--- src/rtl/sd_cmd_sequencer_pkg.sv ---
// Shared definitions for the SD CMD-line sequencer: command fields, response codes,
// status bit positions, FSM states and the timeout exponent helper.
package sd_cmd_sequencer_pkg;

  localparam int unsigned CmdCrcChkBit = 3;
  localparam int unsigned CmdIdxChkBit = 4;
  localparam int unsigned CmdIdxLsb    = 8;
  localparam int unsigned CmdIdxMsb    = 13;

  localparam logic [1:0] RspNone = 2'b00;
  localparam logic [1:0] RspR136 = 2'b01;
  localparam logic [1:0] RspR48  = 2'b10;
  localparam logic [1:0] RspR48b = 2'b11;

  localparam int unsigned ErrTimeoutBit = 0;
  localparam int unsigned ErrCrcBit     = 1;
  localparam int unsigned ErrEndBit     = 2;
  localparam int unsigned ErrIdxBit     = 3;

  localparam int unsigned NormCmdCompleteBit = 0;
  localparam int unsigned NormErrSummaryBit  = 15;

  localparam int unsigned TcMax = 14;

  typedef enum logic [1:0] {
    StIdle,
    StIssue,
    StWait,
    StComplete
  } state_e;

  // Exponent of the response timeout: base + tc, with tc saturating at TcMax.
  function automatic int unsigned timeout_shift(input int unsigned base, input logic [3:0] tc);
    int unsigned tc_clamped;
    tc_clamped = (tc > 4'(TcMax)) ? TcMax : {28'd0, tc};
    return base + tc_clamped;
  endfunction

endpackage

--- src/rtl/sd_cmd_timeout_counter.sv ---
// Response timeout counter: cleared on request, counts while enabled, flags when the limit
// is reached and then holds.
module sd_cmd_timeout_counter #(
  parameter int unsigned CNT_W = 28
) (
  input  logic             clock,
  input  logic             reset,
  input  logic             i_clear,
  input  logic             i_enable,
  input  logic [CNT_W-1:0] i_limit,
  output logic             o_expired
);

  logic [CNT_W-1:0] r_count;

  assign o_expired = (r_count >= i_limit);

  always_ff @(posedge clock or posedge reset) begin
    if (reset) begin
      r_count <= '0;
    end else if (i_clear) begin
      r_count <= '0;
    end else if (i_enable && !o_expired) begin
      r_count <= r_count + CNT_W'(1);
    end
  end

endmodule

--- src/rtl/sd_cmd_sequencer.sv ---
// Issues one SD command per COMMAND register write, waits for the PHY response or timeout,
// evaluates errors and writes response and interrupt status back to the register file.
module sd_cmd_sequencer
  import sd_cmd_sequencer_pkg::*;
#(
  parameter int unsigned TIMEOUT_BASE = 13,
  parameter int unsigned CNT_W        = 28
) (
  input  logic         clock,
  input  logic         reset,
  input  logic         cmd_strobe,
  input  logic [15:0]  command,
  input  logic [31:0]  argument,
  input  logic [15:0]  timeout_control,
  input  logic         cmd_line_reset,
  input  logic         reg_busy,
  input  logic         phy_ack,
  input  logic         phy_done,
  input  logic [127:0] phy_resp,
  input  logic         phy_crc_err,
  input  logic         phy_end_err,
  output logic         cmd_start,
  output logic [5:0]   cmd_index,
  output logic [31:0]  cmd_arg,
  output logic [1:0]   resp_type,
  output logic         cmd_inhibit,
  output logic         command_complete,
  output logic [127:0] response_o,
  output logic [15:0]  error_interrupt_status_o,
  output logic [15:0]  normal_interrupt_status_o
);

  state_e           r_state;
  state_e           w_state_next;
  logic [5:0]       r_cmd_index;
  logic [31:0]      r_cmd_arg;
  logic [1:0]       r_resp_type;
  logic             r_crc_chk;
  logic             r_idx_chk;
  logic [CNT_W-1:0] r_limit;
  logic [127:0]     r_response;
  logic [15:0]      r_err_status;
  logic [15:0]      r_norm_status;

  logic             w_accept;
  logic             w_finish;
  logic             w_expired;
  logic             w_cnt_clear;
  logic             w_cnt_enable;
  logic [CNT_W-1:0] w_limit;
  logic [15:0]      w_err;
  logic [15:0]      w_norm;
  logic [127:0]     w_resp;
  logic             w_unused;

  assign w_unused = ^{timeout_control[15:4], command[15:14], command[7:5], command[2],
                      phy_resp[7:0]};

  assign w_accept = (r_state == StIdle) && cmd_strobe && !cmd_line_reset;
  assign w_finish = (r_state == StWait) && !cmd_line_reset && (phy_done || w_expired);
  assign w_limit  = CNT_W'(1) << timeout_shift(TIMEOUT_BASE, timeout_control[3:0]);

  assign w_cnt_clear  = (r_state != StWait) || cmd_line_reset;
  assign w_cnt_enable = (r_state == StWait) && (r_resp_type != RspNone);

  sd_cmd_timeout_counter #(
    .CNT_W(CNT_W)
  ) u_timeout (
    .clock    (clock),
    .reset    (reset),
    .i_clear  (w_cnt_clear),
    .i_enable (w_cnt_enable),
    .i_limit  (r_limit),
    .o_expired(w_expired)
  );

  always_comb begin
    w_state_next = r_state;
    case (r_state)
      StIdle:     if (cmd_strobe) w_state_next = StIssue;
      StIssue:    if (phy_ack) w_state_next = StWait;
      StWait:     if (phy_done || w_expired) w_state_next = StComplete;
      StComplete: if (!reg_busy) w_state_next = StIdle;
      default:    w_state_next = StIdle;
    endcase
    if (cmd_line_reset) w_state_next = StIdle;
  end

  always_ff @(posedge clock or posedge reset) begin
    if (reset) begin
      r_state <= StIdle;
    end else begin
      r_state <= w_state_next;
    end
  end

  always_ff @(posedge clock or posedge reset) begin
    if (reset) begin
      r_cmd_index <= '0;
      r_cmd_arg   <= '0;
      r_resp_type <= '0;
      r_crc_chk   <= 1'b0;
      r_idx_chk   <= 1'b0;
      r_limit     <= '0;
    end else if (w_accept) begin
      r_cmd_index <= command[CmdIdxMsb:CmdIdxLsb];
      r_cmd_arg   <= argument;
      r_resp_type <= command[1:0];
      r_crc_chk   <= command[CmdCrcChkBit];
      r_idx_chk   <= command[CmdIdxChkBit];
      r_limit     <= w_limit;
    end
  end

  // A response arriving on the expiry cycle takes priority: no timeout is flagged.
  always_comb begin
    w_err  = '0;
    w_norm = '0;
    w_resp = r_response;
    if (phy_done) begin
      w_err[ErrCrcBit] = phy_crc_err & r_crc_chk;
      w_err[ErrEndBit] = phy_end_err;
      if (r_resp_type == RspR48 || r_resp_type == RspR48b) begin
        w_err[ErrIdxBit] = r_idx_chk & (phy_resp[45:40] != r_cmd_index);
      end
      case (r_resp_type)
        RspR136:         w_resp = {8'h00, phy_resp[127:8]};
        RspR48, RspR48b: w_resp = {96'b0, phy_resp[39:8]};
        default:         w_resp = r_response;
      endcase
    end else begin
      w_err[ErrTimeoutBit] = 1'b1;
    end
    w_norm[NormCmdCompleteBit] = 1'b1;
    w_norm[NormErrSummaryBit]  = |w_err[3:0];
  end

  always_ff @(posedge clock or posedge reset) begin
    if (reset) begin
      r_response    <= '0;
      r_err_status  <= '0;
      r_norm_status <= '0;
    end else if (w_finish) begin
      r_response    <= w_resp;
      r_err_status  <= w_err;
      r_norm_status <= w_norm;
    end
  end

  assign cmd_start                 = (r_state == StIssue);
  assign cmd_inhibit               = (r_state != StIdle);
  assign command_complete          = (r_state == StComplete);
  assign cmd_index                 = r_cmd_index;
  assign cmd_arg                   = r_cmd_arg;
  assign resp_type                 = r_resp_type;
  assign response_o                = r_response;
  assign error_interrupt_status_o  = r_err_status;
  assign normal_interrupt_status_o = r_norm_status;

endmodule

--- config.mk ---
export PLATFORM = sky130hd
export DESIGN_NAME = sd_cmd_sequencer
export DESIGN_NICKNAME = d
export VERILOG_FILES = /design/src/rtl/sd_cmd_sequencer_pkg.sv /design/src/rtl/sd_cmd_timeout_counter.sv /design/src/rtl/sd_cmd_sequencer.sv
export SDC_FILE = /design/constraint.sdc
export NUM_CORES = 1
export LEC_CHECK = 0
export BUFFER_PORTS_ARGS = -buffer_cell sky130_fd_sc_hd__buf_2
export CORE_AREA = 2 2 158 160
export CTS_CLUSTER_SIZE = 16
export DETAILED_ROUTE_END_ITERATION = 8
export DIE_AREA = 0 0 160 162
export GPL_TIMING_DRIVEN = 0
export PLACE_DENSITY_LB_ADDON = 0.08
export SETUP_SLACK_MARGIN = 0.02
export SLEW_MARGIN = 20
export SYNTH_ARGS = -nofsm -noshare
export SYNTH_HDL_FRONTEND = slang
export SYNTH_SLANG_ARGS = --single-unit
export TNS_END_PERCENT = 50
--- constraint.sdc ---
create_clock -name clock -period 8.4 [get_ports clock]
set_input_delay 1.26 -clock clock [delete_from_list [all_inputs] [get_ports clock]]
set_output_delay 1.26 -clock clock [all_outputs]
set_load 0.03 [all_outputs]
==> out/qor.csv <==
metric,value,unit
synth warn,0,
Core Box Area,24100,µm²
Worst path top cell family by delay,buffers and inverters,
Final Wtd Congestion,0.801,
CP max FO,10,
Yosys top cell by area,dfrtp_1,
Syn Std Cell Area,10400,µm²
global-route wire length before repair,45.1,mm
fin crit period,3.37,ns
Congestion Overflow GR,0,
maximum buffer depth of the clock tree,3,
Max Slew Vio Count,0,
DRC,0,
Async SR Flop Fraction,1.00,
# rows,57,
Final ANT Viol Nets,0,
initial DRC count,355,
Slew Limit Headroom,0.355,
Simple-Gate Fraction of Synth Area,0.158,
number of global-route vias before repair,8299,
largest net degree at the start of global routing,83,
final non-filler cell total,1719,
Detailed Routing Iterations Pass 1,4,
initial antenna violation count,10,
CP Cell Sequence,buf_2 > nor2_1 > and2_1 > clkbuf_1 > o21ai_1 > clkbuf_1 > clkbuf_1 > mux2_2,
"Slowest-stage cell, CP",clkbuf_1,
Die Width,160,µm
synth top area cells,"dfrtp_1 55%, mux2_2 8.0%, nand2b_1 5.9%",
Layout Nets,1607,
Worst EP required,8.81,ns
clock insertion delay at the later pin of the skew report,0.53,ns
CP arrival,3.78,ns
sequential element share of the synthesized area,0.546,
maximum clock frequency,0.296,GHz
Post-Synth XOR/XNOR Area,0.0169,
number of max-cap violations,0,
Layout area overhead,31.0,%
root buffer selected by CTS,clkbuf_16,
Pleak,0.00685,µW
run status,completed,
Die H,162,µm
"most common cell after layout, fill and taps aside",buf_2,
"commonest non-fill, non-tap cells in the layout","347 x buf_2, 226 x dfrtp_1, 124 x nand2_1, 97 x nand2b_1, 92 x o21ai_0",
Fin. Hold Viols,0,
R2R Setup Slk,5.10,ns
Bufs and invs on worst path,4,
mux cell area share after synthesis,0.0834,
I/O Buffers,343,
syn avg cell area,10.7,µm²
initial core utilization,0.429,
"Setup Fix Bufs, Post-CTS",0,
Total Wirelength,28.9,mm
Cells after Synth,967,
CTS tree,yes,
final setup vio count,0,
"CTS clk-pin slew, worst paths",0.06,ns
startpoint types,input port,
maximum VDD drop,0.266,mV
"Cell Area, Placed",12700,µm²
via count,8140,
Worst Skew,0.0185,ns
Tcrit/Tclk final,0.402,
CP max stage delay,0.56,ns
hold-fix buffers at CTS,0,
drt via density,4.74,
Total Die Area,25900,µm²
worst slew pin tran,0.961,ns
Post-synth EDFFs,0,
Netlist cell types,56,
critical path class,input port to flip-flop,
clock sink total,226,
cell total after placement,1669,
I/O pin cnt,404,
share of cells above drive strength 1,0.366,
wire per inst,16.8,µm
Seq cells post-synth,226,
main combinational cell family by area after synthesis,simple AND/OR/NAND/NOR gates,
Worst setup EP type,flip-flop,
Synth Area in Adders,0.0399,
Num CTS Buffers,26,
Post-CTS Resized,0,
Synth Area in Compound Gates,0.0957,
smallest hold slack,0.464,ns
area share of the largest cell type after synthesis,0.546,
RSZ-0062 raised after global routing,no,
Hold Crit Class,flip-flop to flip-flop,
fin util,0.563,
fin area,13600,µm²
CP most frequent cell,clkbuf_1,
PwrDens,342,nW/µm²
GRT Total Usage,0.219,
Synth Flop Type,dfrtp_1,
HPWL Detailed,22.0,mm
htree depth,1,
[worst reg2reg max path: stages (launching register included)]
cell	delay, ns
dfrtp_1	0.41
inv_1	0.09
ha_1	0.21
inv_1	0.09
nor2_1	0.14
and2_1	0.19
clkbuf_1	0.15
o21ai_1	0.53
clkbuf_1	0.57
clkbuf_1	0.42
mux2_2	0.39
[power by group]
part	total, µW	internal (µW)	switching (µW)	leakage, µW
logic	1880	627	1250	0.00344
clock network	1170	722	445	0.000442
registers	1600	1420	175	0.00297
[Yosys cell counts (11+ instances only)]
cell / n
and2_1: 16
o21ai_0: 92
nor4_1: 11
nor2_1: 28
clkbuf_1: 44
nand3_1: 13
mux2_2: 74
dfrtp_1: 226
inv_1: 43
buf_4: 34
ha_1: 33
a21oi_1: 19
xnor2_1: 16
nand2b_1: 97
nand2_1: 124
[final timing paths]
kind	end	from	cells after the start
worst max-delay path	response_o[1]	cmd_line_reset	8
worst min-delay path	normal_interrupt_status_o[0]	normal_interrupt_status_o[0]	1
worst max register to register	response_o[1]	r_state[0]	10
worst min register to register	normal_interrupt_status_o[0]	normal_interrupt_status_o[0]	1
max in group asynchronous	cmd_arg[19]	reset	4
min in group asynchronous	response_o[21]	reset	2
[area by class of cell]
| type | count | area (µm²) |
|---|---|---|
| Clock inverter | 5 | 75.1 |
| Fill cell | 2278 | 10500 |
| Antenna cell | 5 | 12.5 |
| Timing Repair Buffer | 345 | 1770 |
| Tap cell | 324 | 405 |
| Sequential cell | 226 | 5660 |
| Buffer | 85 | 452 |
| Inverter | 43 | 169 |
| Multi-Input combinational cell | 646 | 4210 |
| Clock buffer | 40 | 815 |
[metal layers]
| layer | GRT usage | vias to the layer above | share of wire |
|---|---|---|---|
| li1 | - | 4002 | - |
| met2 | 0.399 | 214 | 0.52 |
| met5 | 0 | - | 0.0023 |
| met4 | 0.0561 | 10 | 0.022 |
| met3 | 0.0580 | 51 | 0.065 |
| met1 | 0.258 | 3863 | 0.39 |
[registers in the layout, summed over array words and instances (netlist names)]
name                       count
r_state                        2
r_idx_chk                      1
r_limit                       28
r_crc_chk                      1
normal_interrupt_status_o      2
cmd_index                      6
u_timeout.r_count             28
response_o                   120
resp_type                      2
cmd_arg                       32
error_interrupt_status_o       4
[metrics by stage]
step                      total power [µW]  TNS (ns)  worst slack [ns]
after CTS                             4700         0              4.94
after global placement                3480   -470.35             -2.11
after floorplan                       2900         0             0.949
after detailed placement              3510         0              4.40
after global routing                  4890         0              4.80
final                                 4640         0              5.03
[cell families after synthesis]
logic type / count (synthesis)
AND/OR/NAND/NOR: 322
flip-flops: 226
AO/OA/AOI/OAI: 160
buffers and inverters: 128
multiplexers: 77
adder cells (fa/ha/maj): 33
XOR/XNOR: 20
other: 1
Note: power is estimated with default switching activity, not from simulation.
